[src/rtl/tx_beam_pulser.sv]
// tx_beam_pulser: per-channel transmit beamforming pulser.
// A trigger looks up the focusing delay for the selected beam line and waits
// that many cycles. It then drives a bipolar burst of num_cyc full cycles,
// each half lasting max(half_per,1) clocks.
// Optional feature macro: TX_DAMP_EN adds a post-burst clamp (DAMP state, tx_clamp).
module tx_beam_pulser #(
    parameter int unsigned ADDR_WD  = 7,
    parameter int unsigned DLY_WD   = 12,
    parameter int unsigned HP_WD    = 6,
    parameter int unsigned NCYC_WD  = 4,
    parameter int unsigned DAMP_CYC = 8
) (
    input  logic               clk,
    input  logic               rst_n,
    input  logic               tx_trig,
    input  logic [ADDR_WD-1:0] line_idx,
    input  logic [HP_WD-1:0]   half_per,
    input  logic [NCYC_WD-1:0] num_cyc,
    input  logic [ADDR_WD-1:0] lut_addr,
    input  logic               lut_we,
    input  logic [DLY_WD-1:0]  lut_din,
    output logic               tx_p,
    output logic               tx_n,
    output logic               tx_clamp,
    output logic               tx_en,
    output logic               busy,
    output logic               done,
    output logic               trig_miss
);

    localparam int unsigned DAMP_WD   = $clog2(DAMP_CYC + 1);
    localparam int unsigned CNT_A     = (DLY_WD > HP_WD) ? DLY_WD : HP_WD;
    localparam int unsigned CNT_WD    = (CNT_A > DAMP_WD) ? CNT_A : DAMP_WD;
    localparam int unsigned LUT_DEPTH = 1 << ADDR_WD;

    typedef enum logic [2:0] {
        S_IDLE    = 3'd0,
        S_LOAD    = 3'd1,
        S_DELAY   = 3'd2,
        S_PULSE_P = 3'd3,
        S_PULSE_N = 3'd4,
`ifdef TX_DAMP_EN
        S_DAMP    = 3'd5,
`endif
        S_FIN     = 3'd6
    } state_t;

    // State entered once the burst (or an empty burst) is over
`ifdef TX_DAMP_EN
    localparam state_t S_POST = S_DAMP;
`else
    localparam state_t S_POST = S_FIN;
`endif

    state_t               state;
    state_t               next_state;
    logic [CNT_WD-1:0]    cnt;
    logic [HP_WD-1:0]     hp_q;
    logic [NCYC_WD-1:0]   ncyc_q;
    logic [HP_WD-1:0]     h_eff;
    logic                 cnt_last;
    logic                 trig_accept;
    logic [DLY_WD-1:0]    lut_mem [LUT_DEPTH];
    logic [DLY_WD-1:0]    lut_q;

    logic                 tx_p_d;
    logic                 tx_n_d;
    logic                 tx_en_d;
    logic                 done_d;
    logic                 trig_miss_d;

    assign h_eff       = (hp_q == '0) ? HP_WD'(1) : hp_q;
    assign cnt_last    = (cnt <= CNT_WD'(1));
    assign trig_accept = (state == S_IDLE) && tx_trig;

    // Delay LUT write port; contents are not reset
    always_ff @(posedge clk) begin
        if (lut_we) begin
            lut_mem[lut_addr] <= lut_din;
        end
    end

    // Delay LUT read port, issued with an accepted trigger (old data on same-address write)
    always_ff @(posedge clk) begin
        if (trig_accept) begin
            lut_q <= lut_mem[line_idx];
        end
    end

    // State register
    always_ff @(posedge clk or negedge rst_n) begin
        if (!rst_n) begin
            state <= S_IDLE;
        end else begin
            state <= next_state;
        end
    end

    // Next-state logic
    always_comb begin
        next_state = state;
        case (state)
            S_IDLE: begin
                if (tx_trig) begin
                    next_state = S_LOAD;
                end
            end
            S_LOAD: begin
                if (lut_q != '0) begin
                    next_state = S_DELAY;
                end else if (ncyc_q == '0) begin
                    next_state = S_POST;
                end else begin
                    next_state = S_PULSE_P;
                end
            end
            S_DELAY: begin
                if (cnt_last) begin
                    next_state = (ncyc_q == '0) ? S_POST : S_PULSE_P;
                end
            end
            S_PULSE_P: begin
                if (cnt_last) begin
                    next_state = S_PULSE_N;
                end
            end
            S_PULSE_N: begin
                if (cnt_last) begin
                    next_state = (ncyc_q > NCYC_WD'(1)) ? S_PULSE_P : S_POST;
                end
            end
`ifdef TX_DAMP_EN
            S_DAMP: begin
                if (cnt_last) begin
                    next_state = S_FIN;
                end
            end
`endif
            S_FIN: begin
                next_state = S_IDLE;
            end
            default: begin
                next_state = S_IDLE;
            end
        endcase
    end

    // Sampled configuration and the shared delay/half-period/clamp counter
    always_ff @(posedge clk or negedge rst_n) begin
        if (!rst_n) begin
            cnt    <= '0;
            hp_q   <= '0;
            ncyc_q <= '0;
        end else begin
            if (trig_accept) begin
                hp_q   <= half_per;
                ncyc_q <= num_cyc;
            end else if ((state == S_PULSE_N) && (next_state == S_PULSE_P)) begin
                ncyc_q <= ncyc_q - NCYC_WD'(1);
            end

            if (next_state != state) begin
                case (next_state)
                    S_DELAY:              cnt <= CNT_WD'(lut_q);
                    S_PULSE_P, S_PULSE_N: cnt <= CNT_WD'(h_eff);
`ifdef TX_DAMP_EN
                    S_DAMP:               cnt <= CNT_WD'(DAMP_CYC);
`endif
                    default:              cnt <= '0;
                endcase
            end else if (cnt != '0) begin
                cnt <= cnt - CNT_WD'(1);
            end
        end
    end

    // Output decode from next state so registered outputs line up with the state
    always_comb begin
        tx_p_d      = 1'b0;
        tx_n_d      = 1'b0;
        tx_en_d     = 1'b0;
        done_d      = 1'b0;
        trig_miss_d = 1'b0;
        tx_p_d      = (next_state == S_PULSE_P);
        tx_n_d      = (next_state == S_PULSE_N);
        tx_en_d     = (next_state != S_IDLE);
        done_d      = (next_state == S_FIN);
        trig_miss_d = tx_trig && (state != S_IDLE);
    end

    // Output registers
    always_ff @(posedge clk or negedge rst_n) begin
        if (!rst_n) begin
            tx_p      <= 1'b0;
            tx_n      <= 1'b0;
            tx_en     <= 1'b0;
            busy      <= 1'b0;
            done      <= 1'b0;
            trig_miss <= 1'b0;
        end else begin
            tx_p      <= tx_p_d;
            tx_n      <= tx_n_d;
            tx_en     <= tx_en_d;
            busy      <= tx_en_d;
            done      <= done_d;
            trig_miss <= trig_miss_d;
        end
    end

`ifdef TX_DAMP_EN
    // Clamp drive, high only while damping after the last negative half
    always_ff @(posedge clk or negedge rst_n) begin
        if (!rst_n) begin
            tx_clamp <= 1'b0;
        end else begin
            tx_clamp <= (next_state == S_DAMP);
        end
    end
`else
    assign tx_clamp = 1'b0;
`endif

endmodule
[config.mk]
export PLATFORM = sky130hd
export DESIGN_NAME = tx_beam_pulser
export DESIGN_NICKNAME = d
export VERILOG_FILES = /design/src/rtl/tx_beam_pulser.sv
export SDC_FILE = /design/constraint.sdc
export NUM_CORES = 1
export LEC_CHECK = 0
export BUFFER_PORTS_ARGS = -buffer_cell sky130_fd_sc_hd__buf_2
export CAP_MARGIN = 15
export CELL_PAD_IN_SITES_DETAIL_PLACEMENT = 0
export CELL_PAD_IN_SITES_GLOBAL_PLACEMENT = 2
export CORE_ASPECT_RATIO = 1.1
export CORE_MARGIN = 4
export CORE_UTILIZATION = 54
export DETAILED_ROUTE_END_ITERATION = 16
export PLACE_DENSITY_LB_ADDON = 0.1
export RECOVER_POWER = 25
export SYNTH_ARGS = -nofsm -noshare
export SYNTH_HDL_FRONTEND = slang
export SYNTH_SLANG_ARGS = --single-unit
export TNS_END_PERCENT = 100
[constraint.sdc]
create_clock -name clk -period 7.3 [get_ports clk]
set_input_delay 0.365 -clock clk [delete_from_list [all_inputs] [get_ports clk]]
set_output_delay 0.365 -clock clk [all_outputs]
set_load 0.01 [all_outputs]
### Word level (Yosys, flattened, before mapping)

Memory sizes are Yosys's and may differ from the RTL's. A register that Yosys moved wholly into a read port is not among the register bits.
Cells that the tools add are included.

* bits in registers: 30
* RAM bits: 1536
* input bits: 40
* output and inout port bits: 7
* memories kept: 1

Memories
* lut_mem: words 128, bits a word 12, rd ports 1, clocked after Yosys merged registers in 1, wr ports 1, line 63 `logic [DLY_WD-1:0] lut_mem [LUT_DEPTH];`

* add/sub/neg operators: 2
* order comparisons: 2
* equality and inequality tests: 9
* multiplexer cells: 16
* reduce and logical (&&, ||, !) cells: 13

Operators with widths (number)
* 12-bit two-way mux: 2
* 12-bit one-hot mux with 2 select lines: 1
* 12-bit nonzero test: 2
* 3-bit two-way mux: 7
* 3-bit one-hot mux with 5 select lines: 1
* 3-bit by 2-bit == test with 1-bit output, second input constant: 4
* 12-bit by 1-bit <= comparator with 1-bit output, second input constant: 1
* 12-bit by 1-bit subtractor with 12-bit output, second input constant: 1
* 3-bit == test, second input constant: 3
* 4-bit two-way mux: 2
* 6-bit logical NOT: 1
* 6-bit two-way mux: 1
* 3-bit nonzero test: 2
* 4-bit by 1-bit greater-than comparator with 1-bit output, second input constant: 1
* 4-bit logical NOT: 1
* 2-bit nonzero test: 2
* 4-bit by 1-bit subtractor with 4-bit output, second input constant: 1
* 3-bit by 1-bit == test with 1-bit output, second input constant: 1
* 1-bit logical AND: 3
* 3-bit logical NOT: 1
* 3-bit inequality test: 1
* 1-bit two-way mux: 2
* 2-bit OR reduction: 1

### Depth between registers and ports, before layout

Gate-level depths: netlist of the first run.

* word-level depth: 8
* gate-level depth with buffers: 11

### Worst setup path after synthesis of the first run

Ideal clock, no wire load.

* path type: in2reg
* start point: input port line_idx[0]
* end point: register lut_q[10], read port of lut_mem, data pin
* library setup time: 270 ps
* data arrival time: 2583 ps
* path slack: 4447 ps
* stages: 10
* cell sequence: clkbuf_1 > clkbuf_1 > buf_1 > mux4_2 > a22oi_1 > nand2_1 > a22oi_1 > nand2_1 > a221oi_1 > o21ai_0

RTL lines
* from (decl): line 16 `input logic [ADDR_WD-1:0] line_idx,`
* to (decl): line 64 `logic [DLY_WD-1:0] lut_q;`

### Worst setup path in the final report of the first run

* start point: input port lut_din[8]
* end point: memory lut_mem[18][8], data pin

RTL lines
* from (decl): line 21 `input logic [DLY_WD-1:0] lut_din,`
* to (decl): line 63

Straight into the memory's write port.

==> flow_summary.ini, run 1 <==
[run_status]
run_status = finished with violations
violations = capacitance limit, slew limit

[hold_path]
worst_hold_startpoint = lut_addr[1]
min_path_type = in -> reg
min_path_cells = 3
min_to = lut_mem[103][3]

[setup_path]
worstSetupEndpointType = flop
rr_endpoint = cnt[3]
crit_start = lut_din[8]
worstPathRequired_ns = 7.22
crit_top_cell = clkbuf_1
crit_arrival_ns = 5.07
rrSetupSlack_ns = 4.45
critPathBufInv = 2
crit_fanout = 88
r2r-start = cnt[4]
rr_worst_depth = 8
crit_chain = clkbuf_1 > clkbuf_1
cp_top_family = buffers and inverters
slowest_stage = clkbuf_1
critPathMaxStageDelay_ns = 3.12
crit_path_start_kind = primary input
critical_path_class = in -> reg

[synthesis]
yosysSeqAreaShare_pct = 77.9
netlist_area_um2 = 60600
syn-num-nets = 2889
yosysWarnings = 0
synth-main-ff-cell = edfxtp_1
synth_edf_count = 1548
syn_area_per_cell_um2 = 21.3
netlist_instances = 2843
synth_seq_cells = 1578
synthArstFlopShare_pct = 1.90
synth_cell_types = 55

[clocking]
insertion_delay_ns = 0.79
clock_path_buffers = 3
root_buffer = clkbuf_16
cts-hold-fix-buffers = 13
htree_levels = 4
post_cts_resized = 0
cts_tree = built
postCtsSetupRepairBufs = 0
cts.sinks = 1578
numCtsBuffers = 156
path_clk_slew_ns = 0.06

[global_routing]
antenna_found_initial = 13
grtUsageMet1_pct = 35.8
track_usage_pct = 25.1
top_usage_layer = met2
grt_pass1_wl_mm = 212
grtUsageMet2_pct = 39.7
grt_max_degree = 132
gr-total-overflow = 0
met3_usage_pct = 5.00
grt_pass1_vias = 30100

[sta]
fmax_ghz = 0.194
clock_skew_ns = 0.0258
layout_min_cycle_time_ns = 5.15
tns_ns = 0
setup_violations = 0
finalCritPeriodShare_pct = 70.5
drv_slew = 1181
rsz0062_at_grt = false
max_slew.worst_pin.slew_ns = 4.47
hold_viol = 0
relSlewSlack_pct = -198

[drt]
wire_per_inst_um = 31.1
ant_nets = 0
routed_via_density = 6.34
routed-via-count = 29700
drtPass1Iterations = 5
route.detailed.drc = 0
drt_iter0_drc = 3579
routed_wl_mm = 146

[pwr]
pwr-share-seq_pct = 53.8
p_leak_nw = 21.7
finalPower_mw = 18.6
p_int_mw = 14.7
power.density_nw_per_um2 = 272
power_switching_mw = 3.89
p_clk_share_pct = 41.7
p_comb_share_pct = 4.5
vdd_ir_drop_max_uv = 219
p_sw_share_pct = 20.9

[floorplan]
initial_core_util_pct = 54.5
boundaryPins = 47
die_y_um = 359
coreArea_um2 = 111000
num_rows = 128
die-area_um2 = 118000
die_w_um = 327

[layout]
drive_above_1_share_pct = 24.8
nNetsFinal = 3103
final_util_pct = 61.6
area_growth_pct = 13.0

[placement]
port_buffers = 45
dp_hpwl_mm = 87.0
finalWeightedCongestion = 0.821

[run]
maxCapViolations = 20
-- routing by layer --
layer / part of all wire (%) / wire, µm / vias up
met5: 0.016 / 24 / -
met4: 3.0 / 4340 / 4
met3: 8.0 / 11600 / 206
met2: 49 / 71500 / 1225
met1: 40 / 58100 / 15900
li1: - / - / 12400
-- per-stage QoR --
step	cell area [µm²]	hold WS [ns]	setup slack, ns	cells
after CTS	68300	0.0133	3.81	4650
after detailed placement	63300	0.439	2.97	4356
after global routing	68500	0.189	1.93	4675
after floorplan	60600	0.0694	4.45	2843
final	68500	0.205	2.15	4677
after global placement	63100	0.435	2.98	4337
-- placed cells by master, fill, tap and decap left out, types with 8 or more instances in the layout --
| master | instances |
|---|---|
| clkinv_2 | 26 |
| a22o_1 | 24 |
| o21ai_0 | 14 |
| dfrtp_1 | 30 |
| inv_1 | 10 |
| o211ai_1 | 33 |
| nor2b_1 | 10 |
| clkinv_1 | 40 |
| bufinv_16 | 13 |
| o22ai_1 | 25 |
| nand3_1 | 14 |
| buf_4 | 127 |
| dlygate4sd3_1 | 13 |
| mux2i_1 | 44 |
| nor2_1 | 180 |
| buf_2 | 30 |
| a21oi_1 | 8 |
| xnor2_1 | 11 |
| nor3_1 | 8 |
| nor3_2 | 8 |
| buf_6 | 18 |
| a22oi_1 | 178 |
| mux4_2 | 362 |
| clkbuf_1 | 46 |
| edfxtp_1 | 1548 |
| nand2_1 | 92 |
| clkbuf_16 | 158 |
-- synth_stat cells (2+ instances only) --
master	count	area, µm²
mux2i_1	44	440
and2_1	6	37.5
a21oi_1	8	40.0
o221ai_1	2	17.5
o21ai_0	14	70.1
xor2_1	2	17.5
or3_1	4	25.0
a22o_1	24	210
buf_1	30	113
inv_1	10	37.5
a221oi_1	2	17.5
nor3_1	15	75.1
nor2b_1	12	75.1
nor2_1	183	687
buf_2	34	170
nand2_1	92	345
buf_4	2	15.0
edfxtp_1	1548	46500
nand4_1	5	31.3
nand3b_1	2	15.0
xnor2_1	11	96.3
o2bb2ai_1	5	43.8
o22ai_1	25	156
mux4_2	362	8150
or4_1	4	30.0
dfrtp_1	30	751
nand3_1	16	80.1
clkbuf_1	92	345
a221o_1	6	60.1
mux2_2	6	67.6
ha_1	6	75.1
o211ai_1	33	248
o31ai_1	2	15.0
a21o_1	2	15.0
nor4_1	6	37.5
nand2b_1	2	12.5
a22oi_1	178	1340
-- power groups by stage --
stage | Sequential, mW | Clock, mW | Combinational (mW)
floorplan | 10.2 | 0 | 0.448
global placement | 10.2 | 0 | 0.832
detailed placement | 10.2 | 0 | 0.849
CTS | 9.99 | 7.91 | 0.855
global route | 10.0 | 8.30 | 0.893
finish | 10.0 | 7.76 | 0.837
-- sequential cells by signal (all words and copies together), names as in the netlist --
name and count:
busy 1, cnt 12, done 1, hp_q 6
lut_mem 1536, lut_q 12, ncyc_q 4, state 3
trig_miss 1, tx_n 1, tx_p 1
-- area by class of cell --
class	count	area, µm²
Timing Repair Buffer	215	1640
Clock buffer	184	4050
Sequential cell	1578	47200
Clock inverter	97	882
Inverter	11	41.3
Antenna cell	2	5.00
Fill cell	7796	42700
Tap cell	1495	1870
Multi-Input combinational cell	1095	12700
-- cells by family (layout without fill, tap and decap cells) --
logic type,after synthesis,count (layout),synth area share (%)
AND/OR/NAND/NOR,355,355,2.52
XOR/XNOR,13,13,0.188
flip-flops,1578,1578,77.9
buffers and inverters,170,507,1.15
multiplexers,412,412,14.3
other,1,3,0.00619
adder cells (fa/ha/maj),6,6,0.124
AO/OA/AOI/OAI,308,308,3.78
-- worst max path at each step --
stage / endpoint / slack [ns] / cells past startpoint
floorplan: lut_q[10] / 4.45 / 10
global placement: lut_q[3] / 2.98 / 8
detailed placement: lut_q[3] / 2.97 / 8
CTS: lut_q[3] / 3.81 / 8
global route: lut_mem[68][8] / 1.93 / 2
finish: lut_mem[18][8] / 2.15 / 2
(Power assumes the default switching activity.)
==> inputs of run 2 (changes only) <==
Settings changed: CORE_UTILIZATION 54 to 46.
Clock period 7.3 ns to 4.7 ns, I/O delays scaled along.
==> run 2 against run 1 <==
- clock power increased by 61%
- clock-buffer cell count is 25 higher
- the run still ends with capacitance limit, slew limit left
- sequential cell count stayed put
- highest routed layer unchanged
- die area rose by 17%
- core utilization is 8.4 points lower
==> flow_summary.ini, run 2 (synthesis results as in run 1) <==
[setup_path]
critPathMaxStageDelay_ns = 2.95
crit_arrival_ns = 4.15
crit_path_start_kind = primary input
critical_path_class = in -> reg
crit_chain = clkbuf_1 > buf_4
critPathBufInv = 2
slowest_stage = clkbuf_1
cp_top_family = buffers and inverters
worstSetupEndpointType = flop
worstPathRequired_ns = 5.19
crit_fanout = 85

[sta]
drv_slew = 489
finalCritPeriodShare_pct = 77.9
setup_violations = 0
fin_hold_ws_ns = 0.0899
relSlewSlack_pct = -195
tns_ns = 0
max_slew.worst_pin.slew_ns = 4.42
hold_viol = 0
fmax_ghz = 0.273
layout_min_cycle_time_ns = 3.66
setup_ws_ns = 1.04
clock_skew_ns = 0.0234
rsz0062_at_grt = false

[drt]
routed-via-count = 29800
drtPass1Iterations = 5
routed_wl_mm = 158
route.detailed.drc = 0
ant_nets = 0
drt_iter0_drc = 2978
routed_via_density = 5.97
wire_per_inst_um = 31.7

[hold_path]
min_path_type = in -> reg

[floorplan]
coreArea_um2 = 131000
boundaryPins = 47
initial_core_util_pct = 46.3
die_w_um = 354
num_rows = 139
die-area_um2 = 138000
die_y_um = 389

[global_routing]
grt_pass1_vias = 30500
gr-total-overflow = 0
grt_max_degree = 89
antenna_found_initial = 12
track_usage_pct = 23.1
grt_pass1_wl_mm = 226

[layout]
regArea_um2 = 47200
final_cells = 4993
nFillCells = 10300
largest_register_ffs = 1536
final_cell_mix = 1548 x edfxtp_1, 362 x mux4_2, 178 x a22oi_1, 176 x nor2_1, 164 x clkbuf_16
reg_top3 = lut_mem: 1536 flops, cnt: 12 flops, lut_q: 12 flops
area_growth_pct = 14.7
multi_input_area_um2 = 12800
final_common_cell = edfxtp_1
drive_above_1_share_pct = 26.5
finish.instance_area_um2 = 69500
nNetsFinal = 3150
regMostFlops = lut_mem

[pwr]
power.density_nw_per_um2 = 423
p_leak_nw = 22.1
vdd_ir_drop_max_uv = 413

[clocking]
cts_tree = built
path_clk_slew_ns = 0.06
root_buffer = clkbuf_16
htree_levels = 4
cts.sinks = 1578
insertion_delay_ns = 0.78
post_cts_resized = 0
clock_path_buffers = 3
numCtsBuffers = 161

[placement]
dp_hpwl_mm = 97.3
place_area_um2 = 64100
dp_cells = 4664
post-place-ws_ns = 0.958
port_buffers = 45
finalWeightedCongestion = 0.803

[run_status]
run_status = finished with violations
violations = capacitance limit, slew limit

[run]
maxCapViolations = 7
-- run 2: per-layer routing --
metal / GRT usage, % / share of wire [%] / wire length [µm]
met5: 0 / 0.047 / 74
met4: 6.47 / 2.6 / 4050
met3: 4.02 / 6.2 / 9820
met2: 37.8 / 50 / 78600
met1: 32.3 / 42 / 65900
-- run 2: repair_timing --
action,in CTS,in global routing
buffers inserted,0,0
hold buffers,14,0
endpoints found under the hold margin,59,0
-- run 2: power breakdown --
group	internal, mW	switching, mW	total, mW
combinational	0.475	0.936	1.41
sequential	15.5	0.0112	15.5
clock	7.22	5.25	12.5
total	23.2	6.19	29.4
-- run 2: cell type report --
cell class	count	share of cell area (%)
Antenna cell	4	0.0144
Timing Repair Buffer	257	3.14
Clock inverter	77	1.14
Clock buffer	209	6.19
Tap cell	1762	3.17
Inverter	11	0.0594
Multi-Input combinational cell	1095	18.4
Sequential cell	1578	67.9
-- run 2: final timing paths --
path	start	slack [ns]	end	cells after the start
max reg2reg	lut_mem[90][9]	1.79	lut_q[9]	6
min reg2reg	hp_q[0]	0.52	hp_q[0]	1
max	lut_din[5]	1.04	lut_mem[48][5]	2
max in group asynchronous	rst_n	3.32	cnt[4]	2
min in group asynchronous	rst_n	0.42	cnt[8]	2
min	lut_din[9]	0.09	lut_mem[59][9]	1
-- run 2: stage by stage --
step | util [%] | power [mW]
after floorplan | - | 16.5
after global routing | 53.2 | 30.3
after detailed placement | 49.0 | 17.2
after CTS | 53.0 | 29.7
final | 53.2 | 29.4
after global placement | 48.9 | 17.2
